[src/rtl/if_id_pipe_reg_pkg.sv]
// ---------------------------------------------------------------------------
// if_id_pkg
// Shared definitions for the IF/ID boundary register:
//   - NOP_INSTR_DEFAULT : bubble encoding shown to decode when nothing is live
//   - skid_state_t      : occupancy of the {main, skid} register pair
//   - RS/RT/RD_LSB      : bit positions of the register-specifier fields
// ---------------------------------------------------------------------------
package if_id_pkg;

    localparam logic [31:0] NOP_INSTR_DEFAULT = 32'h0000_0001;

    // Occupancy of the two-entry buffer: nothing, main only, main + skid.
    typedef enum logic [1:0] {
        EMPTY = 2'd0,
        HALF  = 2'd1,
        FULL  = 2'd2
    } skid_state_t;

    localparam int RS_LSB      = 21;
    localparam int RT_LSB      = 16;
    localparam int RD_LSB      = 11;
    localparam int REG_FIELD_W = 5;

endpackage

[src/rtl/if_id_pipe_reg_if.sv]
// ---------------------------------------------------------------------------
// if_id_pipe_reg_if
// Bundles the fetch-side and decode-side handshake/bus signals of the IF/ID
// register.
//   master : fetch + decode side (drives in_*, flush, out_ready)
//   slave  : the IF/ID register itself (drives in_ready, out_*)
// Signals:
//   in_valid / in_ready / in_instr / in_pc_plus4 : fetch handshake + payload
//   flush                                        : squash all held entries
//   out_valid / out_ready / out_instr / out_pc_plus4 : decode handshake + payload
//   out_rs / out_rt / out_rd                     : register fields of out_instr
// ---------------------------------------------------------------------------
interface if_id_pipe_reg_if
    import if_id_pkg::*;
#(
    parameter int XLEN = 32,
    parameter int PC_W = 32
);
    logic                   in_valid;
    logic                   in_ready;
    logic [XLEN-1:0]        in_instr;
    logic [PC_W-1:0]        in_pc_plus4;
    logic                   flush;
    logic                   out_valid;
    logic                   out_ready;
    logic [XLEN-1:0]        out_instr;
    logic [PC_W-1:0]        out_pc_plus4;
    logic [REG_FIELD_W-1:0] out_rs;
    logic [REG_FIELD_W-1:0] out_rt;
    logic [REG_FIELD_W-1:0] out_rd;

    modport master (
        output in_valid, in_instr, in_pc_plus4, flush, out_ready,
        input  in_ready, out_valid, out_instr, out_pc_plus4, out_rs, out_rt, out_rd
    );

    modport slave (
        input  in_valid, in_instr, in_pc_plus4, flush, out_ready,
        output in_ready, out_valid, out_instr, out_pc_plus4, out_rs, out_rt, out_rd
    );

endinterface

[src/rtl/if_id_pipe_reg_skid2.sv]
// ---------------------------------------------------------------------------
// pipe_skid2
// Generic two-entry skid buffer with synchronous flush.
// Ports:
//   clk, rst_n          : clock, asynchronous active-low reset
//   in_valid / in_ready : upstream handshake (in_ready is registered)
//   in_data  [W]        : upstream payload
//   flush               : drop every held entry, wins over accept/consume
//   out_valid/out_ready : downstream handshake
//   out_data [W]        : head entry (holds its last value when empty)
// in_ready depends only on registered state, so a downstream stall never
// forms a combinational path back to the producer; the skid entry absorbs
// the one transfer that is already in flight when the stall is seen.
// ---------------------------------------------------------------------------
module pipe_skid2
    import if_id_pkg::*;
#(
    parameter int W = 64
) (
    input  logic         clk,
    input  logic         rst_n,
    input  logic         in_valid,
    output logic         in_ready,
    input  logic [W-1:0] in_data,
    input  logic         flush,
    output logic         out_valid,
    input  logic         out_ready,
    output logic [W-1:0] out_data
);

    skid_state_t  state;
    skid_state_t  next_state;
    logic [W-1:0] main_q;
    logic [W-1:0] skid_q;
    logic         accept;
    logic         consume;
    logic         load_main_in;
    logic         load_main_skid;
    logic         load_skid_in;

    assign out_valid = (state != EMPTY);
    assign accept    = in_valid & in_ready;
    assign consume   = out_valid & out_ready;
    assign out_data  = main_q;

    // State register; in_ready is registered from the next state so it is
    // already low on the first cycle spent in FULL.
    always_ff @(posedge clk or negedge rst_n) begin
        if (!rst_n) begin
            state    <= EMPTY;
            in_ready <= 1'b1;
        end else begin
            state    <= next_state;
            in_ready <= (next_state != FULL);
        end
    end

    // Next-state logic
    always_comb begin
        next_state = state;
        if (flush) begin
            next_state = EMPTY;
        end else begin
            case (state)
                EMPTY: if (accept) next_state = HALF;
                HALF: begin
                    if (accept && !consume)      next_state = FULL;
                    else if (!accept && consume) next_state = EMPTY;
                end
                FULL:  if (consume) next_state = HALF;
                default: next_state = EMPTY;
            endcase
        end
    end

    // Datapath load enables. A flush suppresses every load so the head
    // register keeps its last payload (decode ignores it while invalid).
    always_comb begin
        load_main_in   = 1'b0;
        load_main_skid = 1'b0;
        load_skid_in   = 1'b0;
        if (!flush) begin
            case (state)
                EMPTY: load_main_in = accept;
                HALF: begin
                    load_main_in = accept & consume;
                    load_skid_in = accept & ~consume;
                end
                FULL:  load_main_skid = consume;
                default: ;
            endcase
        end
    end

    always_ff @(posedge clk or negedge rst_n) begin
        if (!rst_n) begin
            main_q <= '0;
            skid_q <= '0;
        end else begin
            if (load_main_in)        main_q <= in_data;
            else if (load_main_skid) main_q <= skid_q;
            if (load_skid_in)        skid_q <= in_data;
        end
    end

endmodule

[src/rtl/if_id_pipe_reg.sv]
// ---------------------------------------------------------------------------
// if_id_pipe_reg
// IF/ID boundary register of the 5-stage pipeline. Carries the fetched
// instruction and its PC+4 into decode through a two-entry skid buffer and
// exposes the rs/rt/rd register-specifier fields.
// Ports:
//   clk    : clock, all state updates on posedge
//   rst_n  : asynchronous active-low reset
//   bus    : if_id_pipe_reg_if.slave (fetch handshake, flush, decode handshake,
//            out_instr / out_pc_plus4 / out_rs / out_rt / out_rd)
// When no entry is live, out_instr shows NOP_INSTR so decode sees a bubble;
// out_pc_plus4 keeps its last value and must be ignored by decode.
// ---------------------------------------------------------------------------
module if_id_pipe_reg
    import if_id_pkg::*;
#(
    parameter int              XLEN      = 32,
    parameter int              PC_W      = 32,
    parameter logic [XLEN-1:0] NOP_INSTR = XLEN'(NOP_INSTR_DEFAULT)
) (
    input logic              clk,
    input logic              rst_n,
    if_id_pipe_reg_if.slave  bus
);

    localparam int W = XLEN + PC_W;

    logic [W-1:0]    head;
    logic            head_valid;
    logic [XLEN-1:0] instr_view;

    // Instruction and PC+4 travel as one word so they can never separate.
    pipe_skid2 #(
        .W (W)
    ) u_skid (
        .clk       (clk),
        .rst_n     (rst_n),
        .in_valid  (bus.in_valid),
        .in_ready  (bus.in_ready),
        .in_data   ({bus.in_instr, bus.in_pc_plus4}),
        .flush     (bus.flush),
        .out_valid (head_valid),
        .out_ready (bus.out_ready),
        .out_data  (head)
    );

    assign instr_view = head_valid ? head[W-1 -: XLEN] : NOP_INSTR;

    assign bus.out_valid    = head_valid;
    assign bus.out_instr    = instr_view;
    assign bus.out_pc_plus4 = head[PC_W-1:0];

    // Fields are sliced after NOP masking so a bubble decodes as a bubble.
    assign bus.out_rs = instr_view[RS_LSB +: REG_FIELD_W];
    assign bus.out_rt = instr_view[RT_LSB +: REG_FIELD_W];
    assign bus.out_rd = instr_view[RD_LSB +: REG_FIELD_W];

endmodule

[src/flat_wrapper.sv]
// flat-port wrapper written by rule: the top's interface ports become plain ports
module if_id_pipe_reg_flat import if_id_pkg::*;
#(
    parameter int              XLEN      = 32,
    parameter int              PC_W      = 32,
    parameter logic [XLEN-1:0] NOP_INSTR = XLEN'(NOP_INSTR_DEFAULT)
)
  (clk, rst_n, bus_in_valid, bus_in_instr, bus_in_pc_plus4, bus_flush, bus_out_ready, bus_in_ready, bus_out_valid, bus_out_instr, bus_out_pc_plus4, bus_out_rs, bus_out_rt, bus_out_rd);
  if_id_pipe_reg_if #(.XLEN(XLEN), .PC_W(PC_W)) bus_i ();
  input logic clk;
  input logic rst_n;
  input wire logic [$bits(bus_i.in_valid)-1:0] bus_in_valid;
  input wire logic [$bits(bus_i.in_instr)-1:0] bus_in_instr;
  input wire logic [$bits(bus_i.in_pc_plus4)-1:0] bus_in_pc_plus4;
  input wire logic [$bits(bus_i.flush)-1:0] bus_flush;
  input wire logic [$bits(bus_i.out_ready)-1:0] bus_out_ready;
  output wire logic [$bits(bus_i.in_ready)-1:0] bus_in_ready;
  output wire logic [$bits(bus_i.out_valid)-1:0] bus_out_valid;
  output wire logic [$bits(bus_i.out_instr)-1:0] bus_out_instr;
  output wire logic [$bits(bus_i.out_pc_plus4)-1:0] bus_out_pc_plus4;
  output wire logic [$bits(bus_i.out_rs)-1:0] bus_out_rs;
  output wire logic [$bits(bus_i.out_rt)-1:0] bus_out_rt;
  output wire logic [$bits(bus_i.out_rd)-1:0] bus_out_rd;
  assign bus_i.in_valid = bus_in_valid;
  assign bus_i.in_instr = bus_in_instr;
  assign bus_i.in_pc_plus4 = bus_in_pc_plus4;
  assign bus_i.flush = bus_flush;
  assign bus_i.out_ready = bus_out_ready;
  assign bus_in_ready = bus_i.in_ready;
  assign bus_out_valid = bus_i.out_valid;
  assign bus_out_instr = bus_i.out_instr;
  assign bus_out_pc_plus4 = bus_i.out_pc_plus4;
  assign bus_out_rs = bus_i.out_rs;
  assign bus_out_rt = bus_i.out_rt;
  assign bus_out_rd = bus_i.out_rd;
  if_id_pipe_reg #(.XLEN(XLEN), .PC_W(PC_W), .NOP_INSTR(NOP_INSTR)) u_core (.clk(clk), .rst_n(rst_n), .bus(bus_i));
endmodule
[config.mk]
export PLATFORM = sky130hd
export DESIGN_NAME = if_id_pipe_reg_flat
export DESIGN_NICKNAME = d
export VERILOG_FILES = /design/src/rtl/if_id_pipe_reg_pkg.sv /design/src/rtl/if_id_pipe_reg_if.sv /design/src/rtl/if_id_pipe_reg_skid2.sv /design/src/rtl/if_id_pipe_reg.sv /design/src/flat_wrapper.sv
export SDC_FILE = /design/constraint.sdc
export NUM_CORES = 1
export LEC_CHECK = 0
export CORE_UTILIZATION = 30
export CTS_BUF_LIST = sky130_fd_sc_hd__clkbuf_16
export CTS_CLUSTER_SIZE = 24
export DETAILED_ROUTE_END_ITERATION = 10
export PLACE_DENSITY = 0.53
export SYNTH_ARGS = -nofsm -noshare
export SYNTH_HDL_FRONTEND = slang
export SYNTH_SLANG_ARGS = --single-unit
[constraint.sdc]
create_clock -name clk -period 2.1 [get_ports clk]
set_input_delay 0.315 -clock clk [delete_from_list [all_inputs] [get_ports clk]]
set_output_delay 0.315 -clock clk [all_outputs]
set_load 0.02 [all_outputs]
After elaboration in Yosys (flattened, before gate mapping)

Cells that the tools add are included.

Input bits: 69
Output and inout bits: 81
Register bits: 131
Word-level logic and storage cells: 34

Multiplexer cells: 15
Bitwise logic cells: 5
Reduce and logical (&&, ||, !) cells: 7
Eq/ne operators: 3

Operator list:

| kind                                                            | count |
|---|---|
| 64-bit 2-to-1 mux                                               | 2 |
| 32-bit 2-to-1 mux                                               | 1 |
| 2-bit 2-to-1 mux                                                | 5 |
| 2-bit one-hot mux with 3 select lines                           | 1 |
| 1-bit 2-to-1 mux                                                | 5 |
| 1-bit AND                                                       | 4 |
| 2-bit nonzero test                                              | 2 |
| 2-bit by 1-bit == test with 1-bit output, second input constant | 1 |
| 2-bit == test, second input constant                            | 1 |
| 1-bit logical AND                                               | 2 |
| 1-bit logical NOT                                               | 2 |
| 2-bit logical NOT                                               | 1 |
| 2-bit inequality test, second input constant                    | 1 |
| 1-bit one-hot mux with 2 select lines                           | 1 |
| 1-bit NOT                                                       | 1 |

Longest topological paths before layout

Depth after elaboration: 8
Gate-level depth with buffers: 6
Gate-level depth less buffers: 4

Modules after synthesis

A second synthesis with hierarchy kept.

Cells, all modules: 416
Area total of the unflattened synthesis: 6169.7 sq um

By module, submodules not included:

| module         | area each (sq um) | sequential area each (sq um) | times used | cells each |
|---|---|---|---|---|
| pipe_skid2     | 5801.8            | 3279.4                       | 1          | 366 |
| if_id_pipe_reg | 367.9             | 0.0                          | 1          | 50 |

Worst setup path after synthesis

No wires, ideal clock.

Path type: reg2reg
From: reg u_core.u_skid.in_ready
To: reg u_core.u_skid.main_q[0] (netlist: u_core.u_skid.out_data[0])
Period minus slack after synthesis: 1657 ps
Slack: 443 ps
Data required time: 2027 ps
Arrival time: 1584 ps
Setup time: 73 ps
Buffers on the path: 2
Cell stages (with the launch flop): 7
Cells stage by stage: dfstp_2 -> nand2_1 -> or3_1 -> a21o_1 -> buf_6 -> buf_8 -> a21oi_2

Word-level cells in the longest chain between the ends: 5
Elaborated cells between the ends (all ways): 6
Those cells by class: mux (3); bitwise (2); reduce/logical (1)

RTL lines:

| item                                                    | line                        | source |
|---|---|---|
| start, declared                                         | if_id_pipe_reg_skid2.sv:23  | `output logic in_ready,` |
| start signal, assigned                                  | if_id_pipe_reg_skid2.sv:54  | `in_ready <= (next_state != FULL);` |
| 1-bit AND *                                             | if_id_pipe_reg_skid2.sv:42  | `assign accept = in_valid & in_ready;` |
| 1-bit AND                                               | if_id_pipe_reg_skid2.sv:86  | `load_main_in = accept & consume;` |
| 1-bit one-hot mux with 2 select lines *                 | if_id_pipe_reg_skid2.sv:83  | `case (state)` |
| 1-bit 2-to-1 mux *                                      | if_id_pipe_reg_skid2.sv:82  | `if (!flush) begin` |
| 64-bit 2-to-1 mux or 2-bit nonzero test (tied branches) | -                           |  |
| end signal, assigned                                    | if_id_pipe_reg_skid2.sv:100 | `if (load_main_in) main_q <= in_data;` |
| end signal, assigned                                    | if_id_pipe_reg_skid2.sv:101 | `else if (load_main_skid) main_q <= skid_q;` |
| end, declared                                           | if_id_pipe_reg_skid2.sv:33  | `logic [W-1:0] main_q;` |

Mark *: on every way between the ends. The rest lies on a longest branch, timed or not.
A chain may end at the register's enable or synchronous reset.

Worst setup path after layout

From: reg u_core.u_skid.state[0]
To: out bus_out_valid

Word-level cells in the longest chain between the ends: 1

RTL lines:

| item                   | line                       | source |
|---|---|---|
| start, declared        | if_id_pipe_reg_skid2.sv:31 | `skid_state_t state;` |
| start signal, assigned | if_id_pipe_reg_skid2.sv:53 | `state <= next_state;` |
| 2-bit nonzero test     | if_id_pipe_reg_skid2.sv:41 | `assign out_valid = (state != EMPTY);` |
| end, declared          | flat_wrapper.sv:18         | `output wire logic [$bits(bus_i.out_valid)-1:0] bus_out_valid;` |

No other way between the ends.

==> flow_metrics.env <==
export IMPL_worstPathCellList="nor2_4 -> inv_1 -> clkdlybuf4s50_1"
export IMPL_synth_area_mm2=0.00603
export IMPL_cp_arrival_ns=1.69
export IMPL_ir_drop_mv=0.514
export IMPL_hold_path_class="in2async"
export IMPL_start_kind="register"
export IMPL_power_leakage_nw=3.79
export IMPL_critical_path_class="reg2out"
export IMPL_antenna_found_initial=0
export IMPL_syn_inst=514
export IMPL_skew_ns=0.00962
export IMPL_combPwrFrac_pct=23.1
export IMPL_grt_pass1_vias=4369
export IMPL_first_pass_iters=4
export IMPL_io_pins=150
export IMPL_synthFlopType="dfrtp_1"
export IMPL_wl_um=14200
export IMPL_power_density_mw_per_mm2=1030
export IMPL_synth_simple_area_share_pct=3.26
export IMPL_drive_gt1_share_pct=28.0
export IMPL_die_w_um=144
export IMPL_yosysSeqAreaShare_pct=54.4
export IMPL_async_reset_ff_share_pct=100
export IMPL_path_max_fanout=4
export IMPL_power_mw=8.31
export IMPL_synth_top_family_by_area="compound AO/OA/AOI/OAI gates"
export IMPL_grt_max_degree=52
export IMPL_internal_power_mw=5.98
export IMPL_fmax_ghz=0.498
export IMPL_worstMarginPinSlew_ns=0.514
export IMPL_maxSlewHeadroom_pct=65.7
export IMPL_status="complete, no violations"
export IMPL_synthTopCellsByCount="130 x dfrtp_1, 66 x inv_1, 64 x mux2_2"
export IMPL_synthXorXnorAreaFrac_pct=0.145
export IMPL_start_util_pct=30.8
export IMPL_synth_compound_gate_area_share_pct=16.0
export IMPL_cap_viol_max_count=0
export IMPL_synth_area_leaders="dfrtp_1 54%, mux2_2 12%, a21oi_2 8.7%, o22ai_1 6.5%, buf_4 5.8%"
export IMPL_yosysWarningCount=0
export IMPL_cp_required_ns=1.78
export IMPL_grt_pass1_wl_um=22700
export IMPL_synth_fa_ha_area_share_pct=0
export IMPL_clk_latency_ns=0.41
export IMPL_core_area_mm2=0.0196
export IMPL_drc=0
export IMPL_r2r_end="u_core.u_skid.out_data[63]"
export IMPL_dr_total_vias=4147
export IMPL_cts_buffers=17
export IMPL_regArea_mm2=0.00328
export IMPL_cts_path_max_buffers=2
export IMPL_cts_tree="built"
export IMPL_switching_share_pct=28.1
export IMPL_vias_per_cell=4.62
export IMPL_grtUsageTotal_pct=14.5
export IMPL_hpwl_um=9230
export IMPL_reg2reg_slack_ns=0.39
export IMPL_antenna_cells=0
export IMPL_die_h_um=144
export IMPL_antenna_left=0
export IMPL_grt_setup_unrepaired="false"
export IMPL_cts_max_level=4
export IMPL_synth_fp_nets=583
export IMPL_max_stage_delay_ns=0.55
export IMPL_p_switching_mw=2.34
export IMPL_startpoint="u_core.u_skid.state[0]"
export IMPL_nNetsFinal=689
export IMPL_first_iter_violations=146
export IMPL_overflow=0
export IMPL_r2r_start="u_core.u_skid.in_ready"
export IMPL_synth_area_leader_cell="dfrtp_1"
export IMPL_portBuffers=149
export IMPL_yosys_cell_types_count=25
export IMPL_hold_viol_final=0
export IMPL_min_period_ns=2.01
export IMPL_period_share_pct=95.6
export IMPL_cts_sinks=131
export IMPL_cts_root_buf="clkbuf_16"
export IMPL_r2r_cells=5
export IMPL_ys_ff_latch=131
export IMPL_cp_end_kind="output port"
export IMPL_clockPowerShare_pct=35.6
export IMPL_fillCellCount=1858
export IMPL_synth_edff_count=0
export IMPL_yosysMostFrequentCell="dfrtp_1"
export IMPL_tns_ns=0
export IMPL_synth_top_area_share_pct=53.9
export IMPL_seqPwrFrac_pct=41.3
export IMPL_fin_util_pct=41.1
export IMPL_slew_violations=0
export IMPL_muxShareOfSynthArea_pct=12.1
export IMPL_area_delta_synth_final_pct=33.6
export IMPL_std_cell_rows=51
export IMPL_multiInputGateArea_mm2=0.00192
export IMPL_dieArea_mm2=0.0207
export IMPL_syn_avg_cell_area_um2=11.7
export IMPL_wl_per_cell_um=15.9
export IMPL_slowest_stage="clkdlybuf4s50_1"
export IMPL_gp_routability_congestion=0.726
export IMPL_clk_pin_slew_ns=0.06
export IMPL_setup_viol=0
export IMPL_postCtsSetupBuffers=0
-- final cells by class --
type / instances / area share, %
sequential: 131 / 40.7
multi-input combinational: 239 / 23.8
timing repair buffer: 165 / 20.9
clock buffer: 17 / 5.28
tap: 265 / 4.11
inverter: 66 / 3.07
clock inverter: 15 / 2.08
-- what timing repair did --
item,in CTS,in global routing
hold buffers,1,0
setup endpoints to repair,47,0
resized for setup,48,0
endpoints found under the hold margin,47,0
-- routing by layer --
metal  track usage [%]  share of wire [%]  up-vias
li1                  -                  -     1914
met1              18.8                 46     2088
met2              23.4                 47      130
met3              3.27                5.1       15
met4              6.16                1.5        0
met5                 0                  0        -
-- worst max-delay path by stage --
stage | endpoint | slack (ns)
after floorplan | u_core.u_skid.out_data[0] | 0.44
after global placement | u_core.u_skid.out_data[41] | 0.15
after detailed placement | u_core.u_skid.out_data[36] | 0.11
after CTS | bus_out_valid | 0.05
after global routing | bus_out_valid | 0.003
final | bus_out_valid | 0.09
-- through the flow --
step / worst slack [ns] / hold WS (ns) / instances / cell area, um2
final: 0.0925 / 0.429 / 898 / 8060
after global routing: 0.00253 / 0.475 / 898 / 8060
after CTS: 0.0532 / 0.432 / 898 / 8060
after detailed placement: 0.110 / 0.314 / 865 / 7510
after global placement: 0.149 / 0.301 / 865 / 7510
after floorplan: 0.443 / 0.0194 / 514 / 6030
-- sequential cells by signal (all words and copies together) (netlist names) --
| register | cells |
|---|---|
| u_core.u_skid.out_data | 64 |
| u_core.u_skid.skid_q | 64 |
| u_core.u_skid.state | 2 |
| u_core.u_skid.in_ready | 1 |
-- cells in the final DEF (no fill, tap or decap) --
cell             count
xnor2_1              1
nor2b_1              1
nor2b_4              1
clkdlybuf4s50_1    101
clkinv_4             2
buf_4                4
a21oi_2             60
bufinv_16            3
a21oi_1              5
nand2_1              3
clkinv_1             1
or2_2                1
a21o_4               1
nand2b_2             1
dlygate4sd2_1       47
inv_1               68
dfrtp_1            130
dfstp_2              1
mux2_2              64
buf_12              10
inv_6                1
or3_1                1
nor2_4               1
dlygate4sd3_1        1
o22ai_1             63
nor2_1              31
clkbuf_16           17
nand2_4              1
o41a_1               1
clkinv_2             2
buf_6                2
clkinvlp_4           4
and4bb_2             1
mux2i_1              1
nand3b_1             1
-- power by group through the flow --
stage	clock, mW	combinational (mW)	sequential (mW)
finish	2.96	1.92	3.43
global route	3.15	2.09	3.51
floorplan	0	1.42	3.39
CTS	3.04	1.95	3.43
detailed placement	0	2.02	3.47
global placement	0	1.97	3.45
-- worst max-delay path: cells and delay by family, from the launching register on --
family                 cells  cell delay (ns)
buffers and inverters      2             0.65
flip-flops                 1             0.42
AND/OR/NAND/NOR            1             0.20
-- kinds of logic after synthesis --
| family | after synthesis |
|---|---|
| buf+inv | 144 |
| flops | 131 |
| compound gates | 130 |
| mux | 65 |
| simple gates | 43 |
| xor+xnor | 1 |
Note: power is estimated with default switching activity, not from simulation.
